## config.mk

```make
export PLATFORM = sky130hd
export DESIGN_NAME = multicycle_ctrl
export DESIGN_NICKNAME = d
export VERILOG_FILES = /design/src/rtl/multicycle_ctrl_pkg.sv /design/src/rtl/multicycle_ctrl_decode.sv /design/src/rtl/multicycle_ctrl.sv
export SDC_FILE = /design/constraint.sdc
export NUM_CORES = 1
export LEC_CHECK = 0
export ABC_CLOCK_PERIOD_IN_PS = 5500
export BUFFER_PORTS_ARGS = -buffer_cell sky130_fd_sc_hd__buf_2
export CORE_ASPECT_RATIO = 2
export CORE_MARGIN = 1
export CORE_UTILIZATION = 55
export DETAILED_ROUTE_END_ITERATION = 10
export GPL_ROUTABILITY_DRIVEN = 0
export HOLD_SLACK_MARGIN = 0.08
export PLACE_DENSITY = 0.8
export SYNTH_ARGS = -nofsm -noshare
export SYNTH_HDL_FRONTEND = slang
export SYNTH_HIERARCHICAL = 1
export SYNTH_SLANG_ARGS = --single-unit
```

## constraint.sdc

```tcl
create_clock -name clk -period 5.5 [get_ports clk]
set_clock_uncertainty 0.2 [all_clocks]
set_input_delay 1.1 -clock clk [delete_from_list [all_inputs] [get_ports clk]]
set_output_delay 1.1 -clock clk [all_outputs]
set_load 0.01 [all_outputs]
```

## src/rtl/multicycle_ctrl_pkg.sv

```systemverilog
// Shared encodings for the multicycle control FSM: states, RV32 opcode/funct fields,
// decode classes and ALU select codes.
`default_nettype none

package multicycle_ctrl_pkg;

    typedef enum logic [2:0] {
        ST_IDLE   = 3'd0,
        ST_FETCH  = 3'd1,
        ST_DECODE = 3'd2,
        ST_EXEC   = 3'd3,
        ST_WB     = 3'd4,
        ST_FAULT  = 3'd5
    } state_t;

    typedef enum logic [1:0] {
        CLS_ILLEGAL = 2'd0,
        CLS_ADD     = 2'd1,
        CLS_ADDI    = 2'd2
    } cls_t;

    localparam logic [6:0] OPC_OP    = 7'b0110011;
    localparam logic [6:0] OPC_OPIMM = 7'b0010011;
    localparam logic [2:0] F3_ADD    = 3'b000;
    localparam logic [6:0] F7_ADD    = 7'b0000000;
    localparam logic [1:0] ALU_ADD   = 2'b00;

endpackage

`default_nettype wire

```

## src/rtl/multicycle_ctrl_decode.sv

```systemverilog
// Combinational instruction classifier: recognises add and addi, everything else is illegal.
`default_nettype none

module ctrl_decode
    import multicycle_ctrl_pkg::*;
(
    input  logic [31:0] instr,
    output cls_t        cls,
    output logic        bsel,
    output logic [1:0]  alu_sel,
    output logic        legal
);

    logic [6:0] opcode;
    logic [2:0] funct3;
    logic [6:0] funct7;
    logic       unused_fields;

    assign opcode = instr[6:0];
    assign funct3 = instr[14:12];
    assign funct7 = instr[31:25];
    // Register specifiers and the immediate body play no part in classification.
    assign unused_fields = ^{instr[24:15], instr[11:7]};

    always_comb begin
        cls     = CLS_ILLEGAL;
        bsel    = 1'b0;
        alu_sel = ALU_ADD;
        if (opcode == OPC_OP && funct3 == F3_ADD && funct7 == F7_ADD) begin
            cls = CLS_ADD;
        end else if (opcode == OPC_OPIMM && funct3 == F3_ADD) begin
            cls  = CLS_ADDI;
            bsel = 1'b1;
        end
    end

    assign legal = (cls != CLS_ILLEGAL);

endmodule

`default_nettype wire

```

## src/rtl/multicycle_ctrl.sv

```systemverilog
// Multicycle FETCH/DECODE/EXEC/WB controller with fetch timeout, sticky fault flags
// and a retired-instruction counter.
`default_nettype none

module multicycle_ctrl
    import multicycle_ctrl_pkg::*;
#(
    parameter int IMEM_TIMEOUT = 15
) (
    input  logic        clk,
    input  logic        rst,
    input  logic        run,
    output logic        imem_req,
    input  logic        imem_ready,
    input  logic [31:0] instr,
    output logic        ir_we,
    output logic        pc_we,
    output logic        reg_write,
    output logic        bsel,
    output logic [1:0]  alu_sel,
    output logic [2:0]  state,
    output logic        illegal,
    output logic        timeout,
    output logic [31:0] retired
);

    localparam logic [7:0] TIMEOUT_CNT = 8'(IMEM_TIMEOUT);

    state_t      state_q, state_d;
    logic [7:0]  wait_q, wait_inc;
    logic [31:0] ir_q, retired_q;
    logic        illegal_q, timeout_q;
    cls_t        cls_q;
    logic        bsel_q;
    logic [1:0]  alu_q;
    logic        wb_fire, exec_or_wb;

    cls_t        dec_cls;
    logic        dec_bsel, dec_legal;
    logic [1:0]  dec_alu_sel;

    ctrl_decode u_decode (
        .instr   (ir_q),
        .cls     (dec_cls),
        .bsel    (dec_bsel),
        .alu_sel (dec_alu_sel),
        .legal   (dec_legal)
    );

    assign wait_inc   = wait_q + 8'd1;
    assign exec_or_wb = (state_q == ST_EXEC) || (state_q == ST_WB);
    assign wb_fire    = (state_q == ST_WB) && (cls_q != CLS_ILLEGAL);

    always_comb begin
        state_d  = state_q;
        imem_req = 1'b0;
        ir_we    = 1'b0;
        case (state_q)
            ST_IDLE:   if (run) state_d = ST_FETCH;
            ST_FETCH: begin
                imem_req = 1'b1;
                // A ready on the final allowed cycle still counts as a fetch.
                if (imem_ready) begin
                    ir_we   = 1'b1;
                    state_d = ST_DECODE;
                end else if (wait_inc == TIMEOUT_CNT) begin
                    state_d = ST_FAULT;
                end
            end
            ST_DECODE: state_d = dec_legal ? ST_EXEC : ST_FAULT;
            ST_EXEC:   state_d = ST_WB;
            ST_WB:     state_d = run ? ST_FETCH : ST_IDLE;
            ST_FAULT:  state_d = ST_FAULT;
            default:   state_d = ST_FAULT;
        endcase
    end

    assign reg_write = wb_fire;
    assign pc_we     = wb_fire;
    assign bsel      = exec_or_wb ? bsel_q : 1'b0;
    assign alu_sel   = exec_or_wb ? alu_q  : 2'b00;
    assign state     = state_q;
    assign illegal   = illegal_q;
    assign timeout   = timeout_q;
    assign retired   = retired_q;

    always_ff @(posedge clk) begin
        if (!rst) begin
            state_q   <= ST_IDLE;
            wait_q    <= 8'd0;
            retired_q <= 32'd0;
            illegal_q <= 1'b0;
            timeout_q <= 1'b0;
            ir_q      <= 32'd0;
            cls_q     <= CLS_ILLEGAL;
            bsel_q    <= 1'b0;
            alu_q     <= ALU_ADD;
        end else begin
            state_q <= state_d;
            if (state_q == ST_FETCH) begin
                if (imem_ready) begin
                    ir_q   <= instr;
                    wait_q <= 8'd0;
                end else begin
                    wait_q <= wait_inc;
                    if (wait_inc == TIMEOUT_CNT) timeout_q <= 1'b1;
                end
            end
            if (state_q == ST_DECODE) begin
                if (dec_legal) begin
                    cls_q  <= dec_cls;
                    bsel_q <= dec_bsel;
                    alu_q  <= dec_alu_sel;
                end else begin
                    illegal_q <= 1'b1;
                end
            end
            if (wb_fire) retired_q <= retired_q + 32'd1;
        end
    end

endmodule

`default_nettype wire
```

==> results by group, run 1 <==
Route
  – Met3 WL post-DR: between 200 and 250 um
  – First-pass DRT Iterations: 4
  – WL met1: roughly 2600 um
  – DR vias: 2723
  – DRT antenna net count: 0
  – DR top layer: met4
  – Routed wire per std cell: ~13 um
  – # DRC: 0
  – Vias per Instance: 5.50
  – Initial drt markers: between 100 and 150
  – Post-Route WL: approximately 6500 um
  – Metal2 WL: around 3500 um

Global route
  – Vias in the first global route: around 2500
  – Antenna violations before repair: 0
  – Pin count of the biggest net entering global routing: between 60 and 70
  – Tot GR Track Use: ~23%
  – First-pass GRT wire length: ~11000 um
  – GRT overflow: 0

Yosys
  – Yosys warnings: 6
  – Syn Inst Count: about 380
  – Synthesized area: 0.00320 sq mm
  – Syn Area/Cell: roughly 8.4 sq um

STA
  – Measured slew at the worst slew-check pin: about 0.94 ns
  – Endpoints failing setup: 0
  – Unrepaired setup endpoints after global routing: false
  – Min Tclk post-route: 3.74 ns
  – Sum of negative setup slack: 0 ns
  – Slew Viols, Final: 0
  – Tcrit/Tclk final: about two thirds
  – Max Clock Freq: ~0.27 GHz
  – Slew margin rel.: a little under two fifths
  – Final Hold Violating Endpoints: 0

Floorplan
  – Starting Density: a little under three fifths
  – Core ar.: about 0.0057 sq mm
  – Die area: between 0.006 and 0.007 sq mm
  – Die X-Extent: ~56 um
  – Die Ht: approximately 110 um
  – IO Pins: 80
  – Row cnt: 39

Worst setup path
  – Reg-to-reg startpoint: ir_q[6]
  – R2R setup slack: 2.62 ns
  – Crit path capture type: primary output
  – R2R depth: 8
  – CP startpoint: state[0]
  – Crit path DAT: around 2.4 ns
  – CP max FO: 18
  – Critical Path Source Type: flop
  – CP Class: flop to primary output
  – Reg2Reg Capture Point: bsel_q
  – Critical Path RT: ~4.2 ns

Clocking
  – Hold Buf Count CTS: 0
  – Buffers inserted by post-CTS timing repair: 0
  – PostCTS Resize Cnt: 0
  – CTS tree: yes
  – CTS max path bufs: 2
  – H-tree level count: 3
  – CTS root buffer: clkbuf_16
  – CTS sink count: 67
  – Skew-Pair Late Insertion Delay: approximately 0.33 ns
  – Worst-path clk slew: ~0.050 ns
  – Num CTS Buffers: 9

Final layout
  – # fillers: about 500
  – Core Util, Final: between 60% and 70%
  – Diodes inserted: 0
  – Final #Nets: about 470
  – Share of cells above drive strength 1: 20.0%
  – Area Overhead vs Synth: 16.6%

Placement
  – DP Wirelength: about 4600 um
  – IO buf count: 64

Min path
  – Worst Hold Path Cells: 2
  – Min-delay src: timeout
  – Min-Delay Path Class: flop to flop
  – Hold Path Sink: timeout

Pwr
  – Power per cell area: between 200 and 300 mW/mm^2
  – VDD IR max: a little over 0.4 mV
  – P_leak: 1.51 nW

Job
  – Max Cap Viol: 0

Outcome
  – Status: completed
## worst max-delay path, stage by stage, from the launching register on
cell and delay (ns):
dfxtp_1 0.46, or3b_2 0.58, inv_2 0.14, nand2_1 0.35
inv_2 0.38, buf_2 0.19
## registers in the layout, summed over array words and instances, names as in the netlist
signal,count
illegal,1
cls_q,2
timeout,1
ir_q,17
state,3
bsel_q,1
alu_q,2
wait_q,8
retired,32
## worst max path at each step
stage,end,slack [ns],cells after the start
after detailed placement,ir_we,1.89,4
after global routing,ir_we,1.56,5
after global placement,ir_we,1.93,4
final,ir_we,1.76,5
after floorplan,ir_we,2.60,7
after CTS,ir_we,1.71,5
## through the flow
step	area, sq um	setup WS [ns]	cells	power (W)	hold WS [ns]
after floorplan	3200	2.60	382	0.000547	0.235
after global placement	3470	1.93	480	0.000559	0.236
after detailed placement	3470	1.89	480	0.000560	0.247
after CTS	3730	1.71	495	0.00106	0.259
after global routing	3730	1.56	495	0.00109	0.297
final	3730	1.76	495	0.00105	0.252
## area by class of cell
class                           instances  area [sq um]  share of cell area [%]
Tap cell                               61          76.3                    2.05
Inverter                                8          30.0                   0.806
Clock inverter                          3          15.0                   0.403
Sequential cell                        67          1340                    36.0
Clock buffer                           12           246                    6.61
Multi-Input combinational cell        279          1690                    45.4
Timing Repair Buffer                   65           328                    8.79
## cells in the final DEF (no fill, tap or decap), drive strengths merged, types with 2 or more instances in the layout
cell     n
buf     65
clkinv   3
conb     2
xnor2   18
clkbuf  12
o21ai   22
nor3     6
inv      8
and2    28
nand2b   2
or3b     2
a21oi    6
xor2     8
or3      7
and4     4
a31oi    3
dfxtp   67
ha       3
nor2    13
and3     7
nor4     3
nand3   16
nor2b   13
nand4   10
or4      3
a21boi  26
mux2i    5
nand2   63
## power breakdown
part           internal (W)  switching, W  leakage, nW
Clock              0.000312      0.000189        0.132
Sequential         0.000494    0.00000663        0.541
Combinational     0.0000205     0.0000287        0.838
Total              0.000826      0.000224         1.51
## layer usage
layer / track usage, % / vias to the layer above
li1: - / 1375
met1: 23.2 / 1279
met2: 42.2 / 60
met3: 4.47 / 9
met4: 13.6 / 0
met5: 0 / -
Note: power is estimated with default switching activity, not from simulation.
==> run 2: changes to the inputs <==
ABC_AREA = 1   (was unset)
ABC_CLOCK_PERIOD_IN_PS = 3500   (was 5500)
clock period = 3.5 ns   (was 5.5 ns; I/O delays follow)
==> results by group, run 2 <==
Outcome
  – Status: completed

Clocking
  – CTS root buffer: clkbuf_16
  – H-tree level count: 3 (unchanged)
  – PostCTS Resize Cnt: 0 (unchanged)
  – CTS tree: yes
  – CTS sink count: 67 (unchanged)
  – Skew-Pair Late Insertion Delay: 0.33 ns (about the same)
  – CTS max path bufs: 2 (unchanged)
  – Hold Buf Count CTS: 0 (unchanged)
  – Num CTS Buffers: 9 (unchanged)
  – Buffers inserted by post-CTS timing repair: 0 (unchanged)
  – Worst-path clk slew: 0.05 ns (about the same)

Final layout
  – Most common cell after layout, fill and taps aside: nand2_1
  – Final #Nets: 645 (+38%)
  – Share of cells above drive strength 1: 17.3% (-2.7 points)
  – Diodes inserted: 0 (unchanged)
  – Most frequent cells in the layout: nand2_1 (141), nor2_1 (104), dfxtp_1 (67), buf_2 (64), inv_1 (58)
  – Non-Filler Instances: 697 (+41%)
  – Max reg flops: 32 (unchanged)
  – Area Overhead vs Synth: 16.7% (about the same)

Route
  – DR vias: 3641 (+34%)
  – Initial drt markers: 174 (+45%)
  – First-pass DRT Iterations: 4 (unchanged)
  – # DRC: 0 (unchanged)
  – Routed wire per std cell: 12.2 um (-6.9%)
  – Post-Route WL: 8510 um (+31%)
  – DRT antenna net count: 0 (unchanged)
  – Vias per Instance: 5.22 (-5.0%)

Yosys
  – Syn Inst Count: 551 (+45%)
  – Yosys warnings: 6 (unchanged)
  – Syn Area/Cell: 6.48 sq um (-23%)
  – Synthesized area: 0.00357 sq mm (+12%)

STA
  – Slew margin rel.: 57.3% (+20 points)
  – Max Clock Freq: ~0.4 GHz
  – Unrepaired setup endpoints after global routing: false
  – Min Tclk post-route: 2.54 ns
  – Sum of negative setup slack: 0 ns (unchanged)
  – Final Hold Violating Endpoints: 0 (unchanged)
  – Tcrit/Tclk final: between 70% and 80%
  – Slew Viols, Final: 0 (unchanged)
  – Measured slew at the worst slew-check pin: 0.641 ns (-0.294 ns)
  – Endpoints failing setup: 0 (unchanged)

Global route
  – Vias in the first global route: 3389 (+36%)
  – Pin count of the biggest net entering global routing: 42 (-39%)
  – GRT overflow: 0 (unchanged)
  – First-pass GRT wire length: 13800 um (+28%)
  – Antenna violations before repair: 0 (unchanged)
  – Tot GR Track Use: 26.8% (+4.0 points)

Placement
  – IO buf count: 64 (unchanged)
  – Post-Place Cells: 681 (+42%)
  – DP Wirelength: 6270 um (+38%)

Pwr
  – Net Sw Frac: 25.8% (+4.4 points)
  – Sequential Power Share: 45.7% (-2.0 points)
  – Clk pwr share: 45.6% (-2.0 points)
  – Psw: 0.000459 W (+110%)
  – Combinational share of power: 8.7% (+4.0 points)
  – P_leak: 1.82 nW (+20%)
  – VDD IR max: 0.306 mV (-26%)
  – Int Power: 0.00132 W (+60%)
  – Power per cell area: 428 mW/mm^2 (+52%)

Worst setup path
  – CP max FO: 15 (-3)
  – Largest stage delay, worst path: 0.55 ns (-0.03 ns)
  – Reg-to-reg startpoint: state[2]
  – Critical Path RT: 2.60 ns (-1.60 ns)
  – CP max stage cell: dfxtp_1
  – Crit path capture type: primary output
  – Critical Path Source Type: flop
  – Crit path DAT: 1.64 ns (-0.80 ns)
  – CP startpoint: state[2]
  – R2R setup slack: 1.52 ns (-1.10 ns)
  – Critical path, cell by cell: nand2_1 > nor2_4 > buf_2
  – CP Class: flop to primary output

Floorplan
  – Starting Density: 57.0% (+0.54 points)
  – Core ar.: 0.00626 sq mm (+11%)
  – IO Pins: 80 (unchanged)
  – Die area: 0.00683 sq mm (+11%)
  – Die Ht: 116 um (+5.5%)
  – Row cnt: 41 (+5.1%)
  – Die X-Extent: 59.0 um (+5.4%)

Job
  – Max Cap Viol: 0 (unchanged)

Min path
  – Min-delay src: cls_q[0]
  – Min-Delay Path Class: flop to flop
## run 2: cell type report
type	count	area, sq um
Timing Repair Buffer	66	335
Sequential cell	67	1340
Clock buffer	10	229
Fill cell	606	2090
Clock inverter	6	42.5
Multi-Input combinational cell	401	1880
Inverter	61	229
Tap cell	86	108
## run 2: critical path: cells and delay by family (launching register included)
| kind | cells | cell delay (ns) |
|---|---|---|
| flops | 1 | 0.55 |
| simple gates | 2 | 0.55 |
| buf+inv | 1 | 0.20 |
## run 2: power groups by stage
stage	Combinational (W)	Sequential [W]	Clock (W)
global route	0.000175	0.000819	0.000860
floorplan	0.000124	0.000826	0
CTS	0.000157	0.000815	0.000825
finish	0.000156	0.000815	0.000812
detailed placement	0.000154	0.000831	0
global placement	0.000151	0.000830	0
## run 2: final timing paths
kind	end	depth (start not counted)
worst max register to register	retired[6]	7
worst min-delay path	cls_q[0]	2
worst min register to register	cls_q[0]	2
worst max-delay path	reg_write	3
## run 2: stage by stage
| step | setup slack (ns) | total power (W) | utilization [%] | area, sq um | hold WS [ns] |
|---|---|---|---|---|---|
| floorplan | 1.43 | 0.000950 | - | 3570 | 0.229 |
| CTS | 0.954 | 0.00180 | 66.5 | 4160 | 0.253 |
| finish | 0.958 | 0.00178 | 66.5 | 4160 | 0.252 |
| detailed placement | 1.22 | 0.000985 | 62.2 | 3890 | 0.244 |
| global placement | 1.23 | 0.000981 | 62.2 | 3890 | 0.240 |
| global route | 0.825 | 0.00185 | 66.5 | 4160 | 0.276 |
## run 2: metal layers
metal	vias up	global-route usage, %	wire, um	share of wire (%)
li1	1841	-	-	-
met1	1670	24.1	3130	37
met2	106	51.1	4720	56
met3	24	5.92	324	3.8
met4	0	16.7	325	3.8
met5	-	0	0	0
